## src/rtl/fmul_result_queue_if.sv

```systemverilog
// Valid/ready handshake bundle between the FP multiplier, the result queue and the writeback consumer.
interface fmul_result_queue_if #(
  parameter int WIDTH   = 32,
  parameter int FLAGS_W = 5
);
  logic               in_valid;
  logic               in_ready;
  logic [WIDTH-1:0]   in_r;
  logic [FLAGS_W-1:0] in_flags;
  logic               out_valid;
  logic               out_ready;
  logic [WIDTH-1:0]   out_r;
  logic [FLAGS_W-1:0] out_flags;

  modport master (
    output in_valid, in_r, in_flags, out_ready,
    input  in_ready, out_valid, out_r, out_flags
  );

  modport slave (
    input  in_valid, in_r, in_flags, out_ready,
    output in_ready, out_valid, out_r, out_flags
  );
endinterface

```

## src/rtl/fmul_result_queue.sv

```systemverilog
// Result FIFO behind the FP multiplier with sticky exception-flag accumulation.
// Optional level interrupt on masked sticky flags when FMUL_FLAG_IRQ_EN is defined.
module fmul_result_queue #(
  parameter int WIDTH   = 32,
  parameter int FLAGS_W = 5,
  parameter int DEPTH   = 4
) (
  input  logic                     clk,
  input  logic                     rst,
  fmul_result_queue_if.slave       q,
  output logic [FLAGS_W-1:0]       fflags_o,
  input  logic                     fflags_clr_i,
`ifdef FMUL_FLAG_IRQ_EN
  input  logic [FLAGS_W-1:0]       irq_mask_i,
  output logic                     irq_o,
`endif
  output logic [$clog2(DEPTH):0]   count_o
);

  localparam int PW = $clog2(DEPTH);
  localparam int CW = PW + 1;
  localparam logic [CW-1:0] FULL_CNT = CW'(DEPTH);

  logic [WIDTH+FLAGS_W-1:0] mem_q [DEPTH];
  logic [PW-1:0]            wr_ptr_q, wr_ptr_d;
  logic [PW-1:0]            rd_ptr_q, rd_ptr_d;
  logic [CW-1:0]            count_q, count_d;
  logic [FLAGS_W-1:0]       fflags_q, fflags_d;
  logic                     push_s, pop_s;

  // in_ready looks only at registered occupancy, so a full queue never accepts even while popping
  assign q.in_ready  = ~rst & (count_q != FULL_CNT);
  assign q.out_valid = (count_q != {CW{1'b0}});
  assign push_s      = q.in_valid & q.in_ready;
  assign pop_s       = q.out_valid & q.out_ready;
  assign count_o     = count_q;
  assign fflags_o    = fflags_q;

  // Head word/flags, forced to zero when empty
  always_comb begin
    q.out_r     = {WIDTH{1'b0}};
    q.out_flags = {FLAGS_W{1'b0}};
    if (q.out_valid) begin
      q.out_r     = mem_q[rd_ptr_q][WIDTH+FLAGS_W-1:FLAGS_W];
      q.out_flags = mem_q[rd_ptr_q][FLAGS_W-1:0];
    end else begin
      q.out_r     = {WIDTH{1'b0}};
      q.out_flags = {FLAGS_W{1'b0}};
    end
  end

  // Pointer, occupancy and sticky-flag next state
  always_comb begin
    wr_ptr_d = wr_ptr_q;
    rd_ptr_d = rd_ptr_q;
    count_d  = count_q;
    fflags_d = fflags_q;
    if (push_s) begin
      wr_ptr_d = wr_ptr_q + PW'(1);
    end else begin
      wr_ptr_d = wr_ptr_q;
    end
    if (pop_s) begin
      rd_ptr_d = rd_ptr_q + PW'(1);
    end else begin
      rd_ptr_d = rd_ptr_q;
    end
    case ({push_s, pop_s})
      2'b10:   count_d = count_q + CW'(1);
      2'b01:   count_d = count_q - CW'(1);
      default: count_d = count_q;
    endcase
    case ({fflags_clr_i, push_s})
      2'b11:   fflags_d = q.in_flags;
      2'b10:   fflags_d = {FLAGS_W{1'b0}};
      2'b01:   fflags_d = fflags_q | q.in_flags;
      default: fflags_d = fflags_q;
    endcase
  end

  // Control state registers
  always_ff @(posedge clk or posedge rst) begin
    if (rst) begin
      wr_ptr_q <= {PW{1'b0}};
      rd_ptr_q <= {PW{1'b0}};
      count_q  <= {CW{1'b0}};
      fflags_q <= {FLAGS_W{1'b0}};
    end else begin
      wr_ptr_q <= wr_ptr_d;
      rd_ptr_q <= rd_ptr_d;
      count_q  <= count_d;
      fflags_q <= fflags_d;
    end
  end

  // Storage array, deliberately not reset
  always_ff @(posedge clk) begin
    if (push_s) begin
      mem_q[wr_ptr_q] <= {q.in_r, q.in_flags};
    end
  end

`ifdef FMUL_FLAG_IRQ_EN
  logic irq_q;

  // Level interrupt tracks the flags being written this cycle, not the stale ones
  always_ff @(posedge clk or posedge rst) begin
    if (rst) begin
      irq_q <= 1'b0;
    end else begin
      irq_q <= |(fflags_d & irq_mask_i);
    end
  end

  assign irq_o = irq_q;
`endif

endmodule

```

## src/flat_wrapper.sv

```systemverilog
// flat-port wrapper written by rule: the top's interface ports become plain ports
module fmul_result_queue_flat 
#(
  parameter int WIDTH   = 32,
  parameter int FLAGS_W = 5,
  parameter int DEPTH   = 4
)
  (clk, rst, fflags_o, fflags_clr_i, count_o, q_in_valid, q_in_r, q_in_flags, q_out_ready, q_in_ready, q_out_valid, q_out_r, q_out_flags);
  fmul_result_queue_if #(.WIDTH(WIDTH), .FLAGS_W(FLAGS_W)) q_i ();
  input  logic clk;
  input  logic rst;
  output logic [FLAGS_W-1:0] fflags_o;
  input  logic fflags_clr_i;
  output logic [$clog2(DEPTH):0] count_o;
  input wire logic [$bits(q_i.in_valid)-1:0] q_in_valid;
  input wire logic [$bits(q_i.in_r)-1:0] q_in_r;
  input wire logic [$bits(q_i.in_flags)-1:0] q_in_flags;
  input wire logic [$bits(q_i.out_ready)-1:0] q_out_ready;
  output wire logic [$bits(q_i.in_ready)-1:0] q_in_ready;
  output wire logic [$bits(q_i.out_valid)-1:0] q_out_valid;
  output wire logic [$bits(q_i.out_r)-1:0] q_out_r;
  output wire logic [$bits(q_i.out_flags)-1:0] q_out_flags;
  assign q_i.in_valid = q_in_valid;
  assign q_i.in_r = q_in_r;
  assign q_i.in_flags = q_in_flags;
  assign q_i.out_ready = q_out_ready;
  assign q_in_ready = q_i.in_ready;
  assign q_out_valid = q_i.out_valid;
  assign q_out_r = q_i.out_r;
  assign q_out_flags = q_i.out_flags;
  fmul_result_queue #(.WIDTH(WIDTH), .FLAGS_W(FLAGS_W), .DEPTH(DEPTH)) u_core (.clk(clk), .rst(rst), .q(q_i), .fflags_o(fflags_o), .fflags_clr_i(fflags_clr_i), .count_o(count_o));
endmodule
```

## config.mk

```make
export PLATFORM = sky130hd
export DESIGN_NAME = fmul_result_queue_flat
export DESIGN_NICKNAME = d
export VERILOG_FILES = /design/src/rtl/fmul_result_queue_if.sv /design/src/rtl/fmul_result_queue.sv /design/src/flat_wrapper.sv
export SDC_FILE = /design/constraint.sdc
export NUM_CORES = 1
export LEC_CHECK = 0
export CORE_AREA = 2 2 108 110
export DETAILED_ROUTE_END_ITERATION = 8
export DIE_AREA = 0 0 110 112
export PLACE_DENSITY = 0.87
export SLEW_MARGIN = 20
export SYNTH_ARGS = -nofsm -noshare
export SYNTH_HDL_FRONTEND = slang
export SYNTH_SLANG_ARGS = --single-unit
export TNS_END_PERCENT = 1
```

## constraint.sdc

```tcl
create_clock -name clk -period 3.59 [get_ports clk]
set_input_delay 0.359 -clock clk [delete_from_list [all_inputs] [get_ports clk]]
set_output_delay 0.359 -clock clk [all_outputs]
set_load 0.005 [all_outputs]
```

==> results.ini, run 1 <==
[synthesis]
synthSimpleGateAreaFrac_pct=5.773
synth-xor-area-share_pct=0.8362
ys_ff_latch=160
ys_warn_count=0
synth_top_family_by_area=multiplexers
yosysSeqAreaShare_pct=75.49
syn_area_um2=6285
avgSynthCellArea_um2=20.67
syn_inst=304
syn_nets=354
muxShareOfSynthArea_pct=13.60
synth-adder-area-share_pct=1.712
netlist-cell-type-count=24
synth_compound_area_share_pct=0.9158

[critical_path]
endpoint_kind=output port
critical_path.max_stage_delay_ns=0.64
crit_family=buffers and inverters
path_class=reg -> out
cp_data_arrival_time_ns=2.54
cp-startpoint=u_core.rd_ptr_q[0]
required_ns=3.23
critPathBufInv=2
worstPathCellList=buf_12, mux4_2, and2_1, clkdlybuf4s50_1
cp_max_fo=27
r2r-start=u_core.count_o[0]
critPathSlowestCell=dfrtp_2
cp-start-kind=register

[placed_design]
port_buffers=88
dp_hpwl_mm=6.718
dpl-instance-area_um2=7298
dp_slack_ns=0.9649
place.gp.congestion=0.7480
dp.cells=523

[timing]
setup_viol=0
worstMarginPinSlew_ns=1.024
relSlewSlack_pct=31.71
finalHoldViolCount=0
skew_ns=0.005587
tns_ns=0
fin_crit_sh_pct=80.65
setup_slack_ns=0.6945
rsz0062_at_grt=no
fmax_ghz=0.3454
finalMaxSlewViolations=0
fin_crit_ns=2.895

[route]
drt-met1-wl_mm=4.724
drt_pass1_iterations=4
ant_nets=0
drc=0
wl_met2_mm=5.949
post_drt_wl_per_cell_um=20.70
viasPerCell=5.686
dr_wl_met3_um=695
vias=3156
wl_mm=11.49
drtIter0Drc=212
topRoutingLayerUsed=met4

[clock_tree]
post_cts_resize_count=0
post-cts-setup-buffers=0
cts_root_buffer=clkbuf_16
worstSkewPairLatency_ns=0.41
cts_buffers=17
clock_sinks=160
h-tree-depth=4
cts.reportedPaths.clkPinSlew_ns=0.06
cts_hold_buf=0
clockBufferDepth=2
cts_tree=yes

[cells_and_area]
fillers=719
multi_input_area_um2=1441
ff_latch_area_um2=4747
final_cells=555
final_common_cell=edfxtp_1
syn_to_final_growth_pct=25.68
final_nets=449
final_cell_area_um2=7899
layout-drive-gt1-share_pct=17.96
insertedDiodeCount=0
final_cell_mix=148 x edfxtp_1, 88 x clkdlybuf4s50_1, 38 x and2_1

[grt]
grt_pass1_wl_mm=18.33
gr-total-overflow=0
grt_usage_pct=20.71
grt_pass1_vias=3421
antenna_found_initial=0
grt_max_degree=41

[worst_hold_path]
hp-class=in -> async

[die]
design.die.area_um2=12320
fp.dieH_um=112
pin_count=89
fp-row-count=39
start_util_pct=56.24
die_w_um=110
design.core.area_um2=11170

[job]
drv_cap=0

[run_status]
status=finished clean

[pwr]
ir_worst_vdd_mv=0.5233
power.leakage_nw=2.667
power_density_nw_per_um2=793.6

## final timing paths
path,slack [ns],cells after the start,to
max,0.69,4,q_out_r[20]
min,0.33,2,u_core.fflags_o[4]
max reg2reg,1.06,8,u_core.count_o[2]
min reg2reg,0.50,1,u_core.fflags_o[0]
max in group asynchronous,2.91,2,u_core.rd_ptr_q[1]
min in group clk,0.50,1,u_core.fflags_o[0]
## where the power goes
group / switching (mW) / internal (mW) / leakage, nW
Combinational: 0.708 / 1.24 / 0.889
Sequential: 0.219 / 2.29 / 1.48
Clock: 0.657 / 1.15 / 0.293
## final cells by class
class	count	share of cell area, %
Tap cell	143	2.265
Clock buffer	18	5.433
Multi-Input combinational cell	123	18.25
Timing Repair Buffer	89	11.41
Clock inverter	14	2.170
Inverter	8	0.3802
Sequential cell	160	60.10
## worst register-to-register path, stage by stage (launching register included)
cell	delay, ns
dfrtp_1	0.43
or3_2	0.83
and2_1	0.32
ha_1	0.23
inv_1	0.07
fa_1	0.18
xor2_1	0.15
nor2_1	0.07
xor2_1	0.14
## sequential cells by signal, summed over array words and instances, names as in the netlist
name,count
u_core.count_o,3
u_core.fflags_o,5
u_core.mem_q,148
u_core.rd_ptr_q,2
u_core.wr_ptr_q,2
## Yosys cell counts, drive strengths merged
library cell | instances | area (um2)
a21oi | 2 | 13.76
and2 | 42 | 262.8
buf | 8 | 56.29
clkbuf | 5 | 18.77
dfrtp | 12 | 300.3
edfxtp | 148 | 4444
fa | 1 | 20.02
ha | 7 | 87.58
inv | 8 | 30.03
mux2 | 1 | 11.26
mux2i | 1 | 10.01
mux4 | 37 | 833.3
nand2b | 1 | 6.260
nand3 | 1 | 5.000
nor2 | 12 | 45.04
nor2b | 6 | 37.54
o22a | 5 | 43.79
or3 | 1 | 6.260
xnor2 | 3 | 26.28
xor2 | 3 | 26.28
## metal layers
| metal | up-vias | track usage [%] |
|---|---|---|
| met4 | 0 | 7.004 |
| met1 | 1655 | 28.06 |
| met3 | 11 | 5.738 |
| met5 | - | 0 |
| met2 | 107 | 32.72 |
| li1 | 1383 | - |
## cells by family after synthesis
kind of cell,count (synthesis)
AOI/OAI and AO/OA,7
xor gates and xnor gates,6
adders and majority gates,8
buffers and inverters,21
DFF,160
muxes,39
and+or+nand+nor,63
## metrics by stage
stage | util, % | total power [mW] | hold WS, ns
6_report | 70.69 | 6.269 | 0.3342
5_1_grt | 70.69 | 6.575 | 0.3741
4_1_cts | 70.69 | 6.338 | 0.3453
3_5_place_dp | 65.31 | 4.522 | 0.4797
3_3_place_gp | 65.30 | 4.479 | 0.4764
2_1_floorplan | - | 3.542 | 0.2237
Note: power is estimated with default switching activity, not from simulation.
==> run 2: changes to the inputs <==
--- a/config.mk
+++ b/config.mk
@@ -5,10 +5,10 @@
 export SDC_FILE = /design/constraint.sdc
 export NUM_CORES = 1
 export LEC_CHECK = 0
-export CORE_AREA = 2 2 108 110
+export CORE_AREA = 2 2 117 119
 export DETAILED_ROUTE_END_ITERATION = 8
-export DIE_AREA = 0 0 110 112
-export PLACE_DENSITY = 0.87
+export DIE_AREA = 0 0 119 121
+export PLACE_DENSITY = 0.79
 export SLEW_MARGIN = 20
 export SYNTH_ARGS = -nofsm -noshare
 export SYNTH_HDL_FRONTEND = slang
==> constraint.sdc (replaced) <==
create_clock -name clk -period 2.41 [get_ports clk]
set_input_delay 0.241 -clock clk [delete_from_list [all_inputs] [get_ports clk]]
set_output_delay 0.241 -clock clk [all_outputs]
set_load 0.005 [all_outputs]
==> run 2 against run 1 <==
  * The flow now finishes with violations (negative setup slack)
  * Clock power grew 23%
  * Clock skew down 0.00073 ns
  * Sequential power grew 41%
  * Critical path depth is 1 higher
  * Final area grew 2.7%
  * Count of clock-buffer cells in the layout unchanged
  * Final cell count up 9.9%
  * First-iteration DRC count down 10%
  * Power grew 45%
  * Combinational power up 71%
  * Non-clock buffer count is 24 higher
  * Die area increased by 17%
==> results.ini, run 2 (same netlist as run 1, synthesis figures left out) <==
[route]
viasPerCell=5.095
post_drt_wl_per_cell_um=18.99
wl_mm=11.58
drc=0
ant_nets=0
topRoutingLayerUsed=met4
wl_met2_mm=5.766
dr_wl_met3_um=693
vias=3108
drt_pass1_iterations=4
drtIter0Drc=190
drt-met1-wl_mm=4.872

[placed_design]
dp_slack_ns=0.08900
dp_hpwl_mm=7.057
place.gp.congestion=0.7518
dp.cells=571
port_buffers=88
dpl-instance-area_um2=7488

[worst_hold_path]
hp-class=in -> async

[cells_and_area]
final_cells=610
final_nets=473
insertedDiodeCount=0
largest_reg_flops=148
final_cell_mix=148 x edfxtp_1, 58 x clkdlybuf4s50_1, 37 x mux4_2
final_common_cell=edfxtp_1
syn_to_final_growth_pct=29.13
post-route-util_pct=62.02
largest-register=u_core.mem_q
final_cell_area_um2=8115
layout-drive-gt1-share_pct=22.12

[run_status]
violations=negative setup slack
status=complete, but fails checks

[pwr]
combPwrFrac_pct=36.6
clkPwrFrac_pct=24.4
switching_share_pct=26.34
power_frac_seq_pct=38.9
total_power_mw=9.111
ir_worst_vdd_mv=0.7036
power_density_nw_per_um2=1123
power_switching_mw=2.400
power.leakage_nw=2.895
p_int_mw=6.711

[clock_tree]
clockBufferDepth=2
clock_sinks=160
cts_hold_buf=0
worstSkewPairLatency_ns=0.43
h-tree-depth=4
cts_tree=yes
cts_buffers=17
cts_root_buffer=clkbuf_16
cts.reportedPaths.clkPinSlew_ns=0.06

[die]
die_w_um=119
start_util_pct=48.03
pin_count=89
fp-row-count=42
fp.dieH_um=121
design.core.area_um2=13090
design.die.area_um2=14400

[grt]
grt_pass1_wl_mm=18.40
grt_max_degree=40
grt_usage_pct=17.73
grt_pass1_vias=3409
gr-total-overflow=0
antenna_found_initial=0

[critical_path]
endpoint_kind=output port
cp_data_arrival_time_ns=2.19
path_class=reg -> out
cp-start-kind=register
required_ns=2.17
cp_max_fo=7

[timing]
fin_crit_ns=2.426
setup_slack_ns=-0.01636
setup_viol=6
rsz0062_at_grt=yes
tns_ns=-0.05202
whs_ns=0.2024
fmax_ghz=0.4121
finalMaxSlewViolations=0
relSlewSlack_pct=67.40
worstMarginPinSlew_ns=0.4885
finalHoldViolCount=0
fin_crit_sh_pct=100.7
skew_ns=0.004853

[job]
drv_cap=0

-- run 2: timing repair --
action                     in CTS  in global routing
pin swaps                       0                  0
resized for setup              28                 13
buffers inserted                5                  2
gates cloned                    2                  0
setup endpoints to repair      37                 15
-- run 2: power groups by stage --
stage / Sequential, mW / Clock (mW) / Combinational (mW)
after floorplan: 3.57 / 0 / 1.71
after global placement: 3.61 / 0 / 3.22
after detailed placement: 3.64 / 0 / 3.25
after CTS: 3.55 / 2.27 / 3.38
after global routing: 3.58 / 2.39 / 3.62
final: 3.55 / 2.23 / 3.34
-- run 2: worst paths after layout --
kind,from,to,slack [ns],cells past startpoint
min in group clk,q_out_ready,u_core.rd_ptr_q[1],0.44,3
worst min register to register,u_core.fflags_o[1],u_core.fflags_o[1],0.50,1
worst min-delay path,rst,u_core.count_o[2],0.20,2
worst max-delay path,u_core.rd_ptr_q[0],q_out_flags[4],-0.02,5
worst max register to register,u_core.count_o[0],u_core.fflags_o[0],0.39,7
max in group asynchronous,rst,u_core.rd_ptr_q[0],1.85,2
-- run 2: critical path, cell delays in order, from the launching register on --
cell             delay, ns
dfrtp_2               0.37
buf_12                0.13
buf_4                 0.15
mux4_2                0.50
and2_1                0.17
clkdlybuf4s50_1       0.44
-- run 2: area by class of cell --
cell class | instances | area [um2]
Fill cell | 929 | 4970
Sequential cell | 160 | 4747
Multi-Input combinational cell | 123 | 1448
Timing Repair Buffer | 113 | 1187
Clock buffer | 18 | 429.2
Tap cell | 176 | 220.2
Clock inverter | 12 | 53.80
Inverter | 8 | 30.03
-- run 2: per-layer routing --
metal	vias up	GRT usage (%)
met2	99	28.59
met4	0	8.929
met1	1557	22.17
met3	18	4.981
met5	-	0
li1	1434	-
